--- src/rtl/systolic_matmul_top_if.sv ---
// ----------------------------------------------------------------------------
// systolic_matmul_top_if
// Host-side bundle for the systolic matrix-multiply accelerator.
//   start        : one-cycle pulse that launches an armed MATMUL
//   w_valid/wdata: per-column weight strobes, element j in slice j
//   if_valid/if_data : per-column activation strobes, element k in slice k
//   instr_valid/instr: instruction strobe and opcode
//   ready        : unit is idle
//   read_out/o_data  : per-column result strobe and result value
// master = host/loader side, slave = accelerator side.
// ----------------------------------------------------------------------------
interface systolic_matmul_top_if #(
   parameter int SYS_COLS   = 4,
   parameter int W_BITWIDTH = 8,
   parameter int P_BITWIDTH = 32,
   parameter int INSTR_SIZE = 2
);
   logic                           start;
   logic [SYS_COLS-1:0]            w_valid;
   logic [SYS_COLS*W_BITWIDTH-1:0] wdata;
   logic [SYS_COLS-1:0]            if_valid;
   logic [SYS_COLS*W_BITWIDTH-1:0] if_data;
   logic                           instr_valid;
   logic [INSTR_SIZE-1:0]          instr;
   logic                           ready;
   logic [SYS_COLS-1:0]            read_out;
   logic [SYS_COLS*P_BITWIDTH-1:0] o_data;

   modport master (
      output start, w_valid, wdata, if_valid, if_data, instr_valid, instr,
      input  ready, read_out, o_data
   );

   modport slave (
      input  start, w_valid, wdata, if_valid, if_data, instr_valid, instr,
      output ready, read_out, o_data
   );
endinterface

--- src/rtl/systolic_matmul_top.sv ---
// ----------------------------------------------------------------------------
// systolic_matmul_top
// Weight-stationary systolic array computing C = A x W.
//   clk  : rising-edge clock
//   rst  : asynchronous active-low reset
//   bus  : slave side of systolic_matmul_top_if (loads, instruction, start,
//          ready, per-column result stream)
// Weights sit in PE(r,j); activations enter column 0 skewed by row and move
// right one PE per cycle; partial sums move down one PE per cycle. The last
// PE row writes straight into the per-column output register so C[i][j]
// lands on o_data[j] at edge i+SYS_ROWS+j after the run starts.
// Requires SYS_ROWS >= 2 and SYS_COLS == SYS_ROWS.
// ----------------------------------------------------------------------------
module systolic_matmul_top #(
   parameter int SYS_ROWS   = 4,
   parameter int SYS_COLS   = 4,
   parameter int A_ROWS     = 4,
   parameter int W_BITWIDTH = 8,
   parameter int P_BITWIDTH = 32,
   parameter int INSTR_SIZE = 2
) (
   input logic                  clk,
   input logic                  rst,
   systolic_matmul_top_if.slave bus
);
   localparam int AW = (A_ROWS > 1) ? $clog2(A_ROWS) : 1;
   localparam int CW = $clog2(A_ROWS + SYS_ROWS + SYS_COLS);
   // Run counter value on the edge after the final output of the last column.
   localparam logic [CW-1:0]         LAST_CNT  = CW'(A_ROWS + SYS_ROWS + SYS_COLS - 1);
   localparam logic [AW-1:0]         WPTR_LAST = AW'(A_ROWS - 1);
   localparam logic [INSTR_SIZE-1:0] OP_MATMUL = INSTR_SIZE'(3);

   typedef enum logic {S_IDLE = 1'b0, S_RUN = 1'b1} state_t;

   state_t                r_state;
   state_t                w_state_next;
   logic                  w_ready;
   logic [CW-1:0]         r_cnt;
   logic [INSTR_SIZE-1:0] r_armed;
   logic [AW-1:0]         r_wptr;

   logic [W_BITWIDTH-1:0] r_w     [SYS_ROWS][SYS_COLS];
   logic [W_BITWIDTH-1:0] r_abuf  [SYS_ROWS][A_ROWS];
   logic [W_BITWIDTH-1:0] r_act   [SYS_ROWS][SYS_COLS];
   logic [P_BITWIDTH-1:0] r_psum  [SYS_ROWS-1][SYS_COLS];
   logic [P_BITWIDTH-1:0] r_odata [SYS_COLS];
   logic [SYS_COLS-1:0]   r_read_out;

   logic                           w_idle;
   logic                           w_run;
   logic                           w_go;
   logic                           w_done;
   logic [W_BITWIDTH-1:0]          w_inject [SYS_ROWS];
   logic [P_BITWIDTH-1:0]          w_psum   [SYS_ROWS][SYS_COLS];
   logic [SYS_COLS-1:0]            w_out_valid;
   logic [SYS_COLS*P_BITWIDTH-1:0] w_odata_flat;

   assign w_idle = (r_state == S_IDLE);
   assign w_run  = (r_state == S_RUN);
   assign w_go   = w_idle && bus.start && (r_armed == OP_MATMUL);
   assign w_done = w_run && (r_cnt == LAST_CNT);

   // ---------------- FSM ----------------
   always_ff @(posedge clk or negedge rst) begin
      if (!rst) r_state <= S_IDLE;
      else      r_state <= w_state_next;
   end

   always_comb begin
      w_state_next = r_state;
      w_ready      = 1'b0;
      case (r_state)
         S_IDLE: begin
            w_ready = 1'b1;
            if (w_go) w_state_next = S_RUN;
         end
         S_RUN: begin
            if (w_done) w_state_next = S_IDLE;
         end
         default: w_state_next = S_IDLE;
      endcase
   end

   // ---------------- Loading, instruction, run counter ----------------
   always_ff @(posedge clk or negedge rst) begin
      if (!rst) begin
         r_cnt   <= '0;
         r_armed <= '0;
         r_wptr  <= '0;
         for (int r = 0; r < SYS_ROWS; r++) begin
            for (int j = 0; j < SYS_COLS; j++) r_w[r][j] <= '0;
            for (int i = 0; i < A_ROWS; i++)   r_abuf[r][i] <= '0;
         end
      end else begin
         // r_cnt equals the edge index relative to cycle 0 while running.
         r_cnt <= w_run ? r_cnt + CW'(1) : '0;

         if (w_go)                            r_armed <= '0;
         else if (w_idle && bus.instr_valid)  r_armed <= bus.instr;

         if (w_done) begin
            r_wptr <= '0;
         end else if (w_idle && (|bus.if_valid)) begin
            r_wptr <= (r_wptr == WPTR_LAST) ? '0 : r_wptr + AW'(1);
            for (int k = 0; k < SYS_ROWS; k++) begin
               if (bus.if_valid[k]) r_abuf[k][r_wptr] <= bus.if_data[k*W_BITWIDTH +: W_BITWIDTH];
            end
         end

         // Each weight column is a shift chain fed at row 0.
         if (w_idle) begin
            for (int j = 0; j < SYS_COLS; j++) begin
               if (bus.w_valid[j]) begin
                  r_w[0][j] <= bus.wdata[j*W_BITWIDTH +: W_BITWIDTH];
                  for (int r = 1; r < SYS_ROWS; r++) r_w[r][j] <= r_w[r-1][j];
               end
            end
         end
      end
   end

   // ---------------- Skewed injection and output window ----------------
   // Row k of the array receives A[t-k][k] at edge t; zero outside the window
   // so idle/draining cycles carry no data.
   always_comb begin
      for (int k = 0; k < SYS_ROWS; k++) begin
         w_inject[k] = '0;
         if (w_run && (int'(r_cnt) >= k) && (int'(r_cnt) < k + A_ROWS))
            w_inject[k] = r_abuf[k][AW'(int'(r_cnt) - k)];
      end
      w_out_valid = '0;
      for (int j = 0; j < SYS_COLS; j++) begin
         if (w_run && (int'(r_cnt) >= SYS_ROWS + j) && (int'(r_cnt) < SYS_ROWS + j + A_ROWS))
            w_out_valid[j] = 1'b1;
      end
   end

   // ---------------- PE arithmetic ----------------
   genvar gi, gj;
   generate
      for (gi = 0; gi < SYS_ROWS; gi++) begin : g_row
         for (gj = 0; gj < SYS_COLS; gj++) begin : g_col
            logic [P_BITWIDTH-1:0] w_prod;
            assign w_prod = P_BITWIDTH'(r_act[gi][gj]) * P_BITWIDTH'(r_w[gi][gj]);
            if (gi == 0) begin : g_top
               assign w_psum[gi][gj] = w_prod;
            end else begin : g_mid
               assign w_psum[gi][gj] = r_psum[gi-1][gj] + w_prod;
            end
         end
      end
   endgenerate

   always_ff @(posedge clk or negedge rst) begin
      if (!rst) begin
         r_read_out <= '0;
         for (int j = 0; j < SYS_COLS; j++) r_odata[j] <= '0;
         for (int k = 0; k < SYS_ROWS; k++)
            for (int j = 0; j < SYS_COLS; j++) r_act[k][j] <= '0;
         for (int k = 0; k < SYS_ROWS - 1; k++)
            for (int j = 0; j < SYS_COLS; j++) r_psum[k][j] <= '0;
      end else begin
         for (int k = 0; k < SYS_ROWS; k++) begin
            r_act[k][0] <= w_inject[k];
            for (int j = 1; j < SYS_COLS; j++) r_act[k][j] <= r_act[k][j-1];
         end
         for (int k = 0; k < SYS_ROWS - 1; k++)
            for (int j = 0; j < SYS_COLS; j++) r_psum[k][j] <= w_psum[k][j];
         // Bottom PE row writes the output register only inside the window,
         // so o_data holds its last result between bursts.
         r_read_out <= w_out_valid;
         for (int j = 0; j < SYS_COLS; j++)
            if (w_out_valid[j]) r_odata[j] <= w_psum[SYS_ROWS-1][j];
      end
   end

   always_comb begin
      w_odata_flat = '0;
      for (int j = 0; j < SYS_COLS; j++) w_odata_flat[j*P_BITWIDTH +: P_BITWIDTH] = r_odata[j];
   end

   assign bus.ready    = w_ready;
   assign bus.read_out = r_read_out;
   assign bus.o_data   = w_odata_flat;
endmodule

--- src/flat_wrapper.sv ---
// flat-port wrapper written by rule: the top's interface ports become plain ports
module systolic_matmul_top_flat 
#(
   parameter int SYS_ROWS   = 4,
   parameter int SYS_COLS   = 4,
   parameter int A_ROWS     = 4,
   parameter int W_BITWIDTH = 8,
   parameter int P_BITWIDTH = 32,
   parameter int INSTR_SIZE = 2
)
  (clk, rst, bus_start, bus_w_valid, bus_wdata, bus_if_valid, bus_if_data, bus_instr_valid, bus_instr, bus_ready, bus_read_out, bus_o_data);
  systolic_matmul_top_if #(.SYS_COLS(SYS_COLS), .W_BITWIDTH(W_BITWIDTH), .P_BITWIDTH(P_BITWIDTH), .INSTR_SIZE(INSTR_SIZE)) bus_i ();
  input logic clk;
  input logic rst;
  input wire logic [$bits(bus_i.start)-1:0] bus_start;
  input wire logic [$bits(bus_i.w_valid)-1:0] bus_w_valid;
  input wire logic [$bits(bus_i.wdata)-1:0] bus_wdata;
  input wire logic [$bits(bus_i.if_valid)-1:0] bus_if_valid;
  input wire logic [$bits(bus_i.if_data)-1:0] bus_if_data;
  input wire logic [$bits(bus_i.instr_valid)-1:0] bus_instr_valid;
  input wire logic [$bits(bus_i.instr)-1:0] bus_instr;
  output wire logic [$bits(bus_i.ready)-1:0] bus_ready;
  output wire logic [$bits(bus_i.read_out)-1:0] bus_read_out;
  output wire logic [$bits(bus_i.o_data)-1:0] bus_o_data;
  assign bus_i.start = bus_start;
  assign bus_i.w_valid = bus_w_valid;
  assign bus_i.wdata = bus_wdata;
  assign bus_i.if_valid = bus_if_valid;
  assign bus_i.if_data = bus_if_data;
  assign bus_i.instr_valid = bus_instr_valid;
  assign bus_i.instr = bus_instr;
  assign bus_ready = bus_i.ready;
  assign bus_read_out = bus_i.read_out;
  assign bus_o_data = bus_i.o_data;
  systolic_matmul_top #(.SYS_ROWS(SYS_ROWS), .SYS_COLS(SYS_COLS), .A_ROWS(A_ROWS), .W_BITWIDTH(W_BITWIDTH), .P_BITWIDTH(P_BITWIDTH), .INSTR_SIZE(INSTR_SIZE)) u_core (.clk(clk), .rst(rst), .bus(bus_i));
endmodule
--- config.mk ---
export PLATFORM = sky130hd
export DESIGN_NAME = systolic_matmul_top_flat
export DESIGN_NICKNAME = d
export VERILOG_FILES = /design/src/rtl/systolic_matmul_top_if.sv /design/src/rtl/systolic_matmul_top.sv /design/src/flat_wrapper.sv
export SDC_FILE = /design/constraint.sdc
export NUM_CORES = 2
export LEC_CHECK = 0
export ABC_AREA = 1
export ABC_CLOCK_PERIOD_IN_PS = 3900
export CORE_MARGIN = 4
export CORE_UTILIZATION = 58
export CTS_CLUSTER_DIAMETER = 150
export DETAILED_ROUTE_END_ITERATION = 10
export GPL_TIMING_DRIVEN = 1
export PLACE_DENSITY = 0.79
export SLEW_MARGIN = 20
export SYNTH_ARGS = -nofsm -noshare
export SYNTH_HDL_FRONTEND = slang
export SYNTH_SLANG_ARGS = --single-unit
--- constraint.sdc ---
create_clock -name clk -period 3.9 [get_ports clk]
set_input_delay 0.975 -clock clk [delete_from_list [all_inputs] [get_ports clk]]
set_output_delay 0.975 -clock clk [all_outputs]
set_load 0.1 [all_outputs]
Word-level counts from Yosys, hierarchy flattened --
Index checks and enable logic that the tools add are counted.
Operators by class: add/sub/neg operators 17, multipliers 16, $lt $le $gt $ge 21, equality and inequality tests 3, muxes and demuxes 36, bitwise logic cells 7, reductions and logical operators 32
Operators with widths (number):
- 32-bit by 16-bit adder with 32-bit output | 8
- 8-bit by 8-bit multiplier with 16-bit output | 16
- 32-bit bitwise mux | 4
- 8-bit 2-to-1 mux | 13
- 16-bit by 16-bit adder with 17-bit output | 4
- 8-bit binary-select mux with 2-bit select | 4
- 1-bit logical AND | 21
- 8-bit demux with 2-bit select | 1
- 4-bit by 3-bit >= comparator with 1-bit output, second input constant | 4
- 4-bit by 3-bit less-than comparator with 1-bit output, second input constant | 4
- 4-bit less-than comparator, second input constant | 4
- 2-bit by 3-bit >= comparator with 1-bit output, second input constant | 4
- 3-bit AND reduction | 4
- 2-bit 2-to-1 mux | 5
- 4-bit by 2-bit >= comparator with 1-bit output, second input constant | 2
- 2-bit NOT | 4
- 2-bit AND reduction | 4
- 1-bit 2-to-1 mux | 7
- 4-bit by 1-bit adder with 4-bit output, second input constant | 1
- 2-bit == test, second input constant | 2
- 4-bit == test, second input constant | 1
- 4-bit by 1-bit >= comparator with 1-bit output, second input constant | 1
- 4-bit 2-to-1 mux | 1
- 2-bit nonzero test | 2
- 9 further kinds | 11
Word-level totals: register bits after elaboration 845, bits of input ports 78, logic and storage cells 201

Depth between registers and ports, before layout --
depth in word-level cells 6, depth in mapped cells 22, gate-level depth less buffers 21

Worst setup path before layout --
No wires, ideal clock.
path type register to register, start point register u_core.r_w[32] (netlist bit), end point register u_core.r_psum[17] (netlist name), library setup time 0.116 ns, data arrival time 3.855 ns, data required time 3.784 ns, slack -0.072 ns, cell stages (with the launch flop) 18, path through dfrtp_1 > clkbuf_1 > nand2_1 > fa_1 > inv_1 > fa_1 > inv_1 > fa_1 > fa_1 > inv_1 > ha_1 > nand2_1 > o21ai_0 > nand2_1 > nand2_1 > nand3_1 > nand3_1 > nand2_1
RTL lines:
- start, declared | RTL line systolic_matmul_top.sv:42 | logic [W_BITWIDTH-1:0] r_w [SYS_ROWS][SYS_COLS];
- start signal, assigned by index | RTL line systolic_matmul_top.sv:114 | r_w[0][j] <= bus.wdata[j*W_BITWIDTH +: W_BITWIDTH];

==> metrics <==
Max-slew headroom=0.2837; Yosys warning total=0; FF-to-FF path depth=14; antenna-violating nets left=0; first drt pass iteration count=6; core box area=112500 µm²; Clock Path Buffers=3; WS Path Type=reg2reg; Slew Viols, Final=0; run status=finished with violations; Seq cells post-synth=685; DP Area=71240 µm²; clk_skew=0.01914 ns; Setup TNS Final=-0.07814 ns; die height=344.7 µm; Synth Flop Type=dfrtp_1; Starting DRT DRC Count=3283; row count=123; I/O pin cnt=211; Critical Path Source Type=register; total CTS buffers=80; Post-synth EDFFs=0; clock root cell=clkbuf_16; clock-pin slew on the worst setup and hold paths=0.06 ns; crit share post-route=1.009; DRC viols=0; Max Freq=254.2 MHz; share of cells above drive strength 1=0.1954; final instance area=78920 µm²; R2R Path Start=u_core.r_w[50]; Worst Tran Pin Value=1.068 ns; Die X=344.7 µm; Final Setup Violations=5; crit path DAT=4.47 ns; Area Growth Syn to Fin=20.04%; htree depth=3; Clock Sinks=685; Die Area=118800 µm²; cell count after synthesis=8195; nets=10.15k; RSZ-0062 raised after global routing=yes; Vias=52.66k; RR Endpoint=u_core.r_psum[76]; drt wl/cell=15.70 µm; Finished Core Util=0.7015; Worst Path Required=4.44 ns; Slowest-stage cell, CP=fa_1; Worst Hold Class=in2async; syn_area_per_cell=8.023 µm²; Min Clock Period, post-route=3.934 ns; count of final hold-check violations=0; slowest stage delay, CP=0.56 ns; HPWL after DPL=119000 µm; Final GP Congestion=0.8888; register area=17340 µm²; WL final=161300 µm; antenna violations before repair=2; final worst slack=-0.03393 ns; CP Cell Sequence=nand2_1 > fa_1 > inv_1 > fa_1 > fa_1 > inv_1 > fa_1 > inv_1 > ha_4 > nand2_2 > buf_4 > nor2_2 > a21oi_1 > xnor2_1; vias in the first global route=54.51k; first-pass GRT wire length=256400 µm; CTS tree=done; Skew-Pair Late Insertion Delay=0.66 ns; Netlist cell types=38; worst-path fanout max=6; Seq/Total Area, Yosys=0.2607; filler cell count=7819; GRT Util Overall=0.2631; failing checks=setup timing; multi-input logic area=41950 µm²; GR Overflow Total=0; Port Buf Inserts=162; CP bufs+invs=4; Syn Std Cell Area=65750 µm²; largest net degree at the start of global routing=87; critical path capture point type=register; leading cell type in the layout, fill and taps excluded=inv_1; MaxCap Viol Count=0; Post-synth ARST share=1.000; most frequent cells in the layout=2220 x inv_1, 1842 x nand2_1, 698 x fa_1; CP top delay family=adder cells; Initial Util=0.5844; flop2flop setup slack=-0.03 ns; Hold WS=0.3626 ns; vias per std cell=5.128; Worst path most repeated cell=fa_1
==> layer usage <==
layer / GRT usage / vias to the layer above / wire length [µm]
met5: 0 / - / 0
met4: 0.1038 / 0 / 7791
met3: 0.03400 / 529 / 7831
met2: 0.4843 / 1610 / 84810
met1: 0.3119 / 25840 / 60820
li1: - / 24681 / -
==> kinds of logic after synthesis <==
kind of cell	Yosys count	share of synthesized area
AOI/OAI and AO/OA	582	0.04632
xor gates and xnor gates	130	0.01732
adders and majority gates	1367	0.3456
buffers and inverters	2699	0.1582
DFF	685	0.2607
muxes	72	0.01233
other	1	0.00005704
and+or+nand+nor	2659	0.1595
==> metrics by stage <==
stage	std cells	setup slack, ns
after CTS	10155	-0.04039
after global routing	10268	-0.2536
after floorplan	8242	0.0005267
after global placement	9983	-0.1392
final	10269	-0.03393
after detailed placement	9983	-0.1810
==> flip-flops by register name, indices dropped and copies added, names as in the netlist <==
register / count
u_core.r_abuf: 128
u_core.r_state: 1
u_core.bus.o_data: 80
u_core.bus.read_out: 4
u_core.r_act: 128
u_core.r_psum: 208
u_core.r_w: 128
u_core.r_armed: 2
u_core.r_cnt: 4
u_core.r_wptr: 2
==> worst max-delay path by stage <==
stage | start | to | cells past startpoint
final | u_core.r_w[50] | u_core.r_psum[76] | 14
after global routing | u_core.r_act[5] | u_core.bus.o_data[112] | 19
after CTS | u_core.r_act[22] | u_core.bus.o_data[49] | 19
after detailed placement | u_core.r_act[30] | u_core.bus.o_data[9] | 16
after global placement | u_core.r_act[30] | u_core.bus.o_data[9] | 16
after floorplan | u_core.r_act[76] | u_core.r_psum[176] | 17
==> area by class of cell <==
cell class | count | share of cell area
timing repair buffer | 752 | 0.08027
antenna | 2 | 0.00006341
multi-input combinational | 4858 | 0.5315
sequential | 685 | 0.2197
inverter | 2328 | 0.1108
tap | 1500 | 0.02378
clock inverter | 31 | 0.005105
clock buffer | 113 | 0.02884
==> what timing repair did <==
item                       in CTS  in global routing
resized for setup             167                924
pin swaps                      37                354
hold buffers                    0                  0
setup buffers                  28                112
setup endpoints to repair     124                165
==> synthesized netlist by cell type (15+ instances only) <==
cell type | count | share of area
nand3b_1 | 21 | 0.0024
mux2_2 | 72 | 0.012
nor2_1 | 323 | 0.018
dfrtp_1 | 685 | 0.26
nand3_1 | 186 | 0.014
inv_1 | 2323 | 0.13
o21ai_0 | 304 | 0.023
nand4_1 | 30 | 0.0029
xnor2_1 | 50 | 0.0067
a21oi_1 | 215 | 0.016
clkbuf_1 | 281 | 0.016
o21bai_1 | 15 | 0.0017
buf_4 | 52 | 0.0059
buf_2 | 22 | 0.0017
ha_1 | 619 | 0.12
nand2_1 | 2046 | 0.12
fa_1 | 748 | 0.23
xor2_1 | 80 | 0.011
a31oi_1 | 23 | 0.0022
nor3_1 | 35 | 0.0027
Power is not shown: default switching activity piles up to over one toggle a cycle in this logic, so the estimate is an artifact.
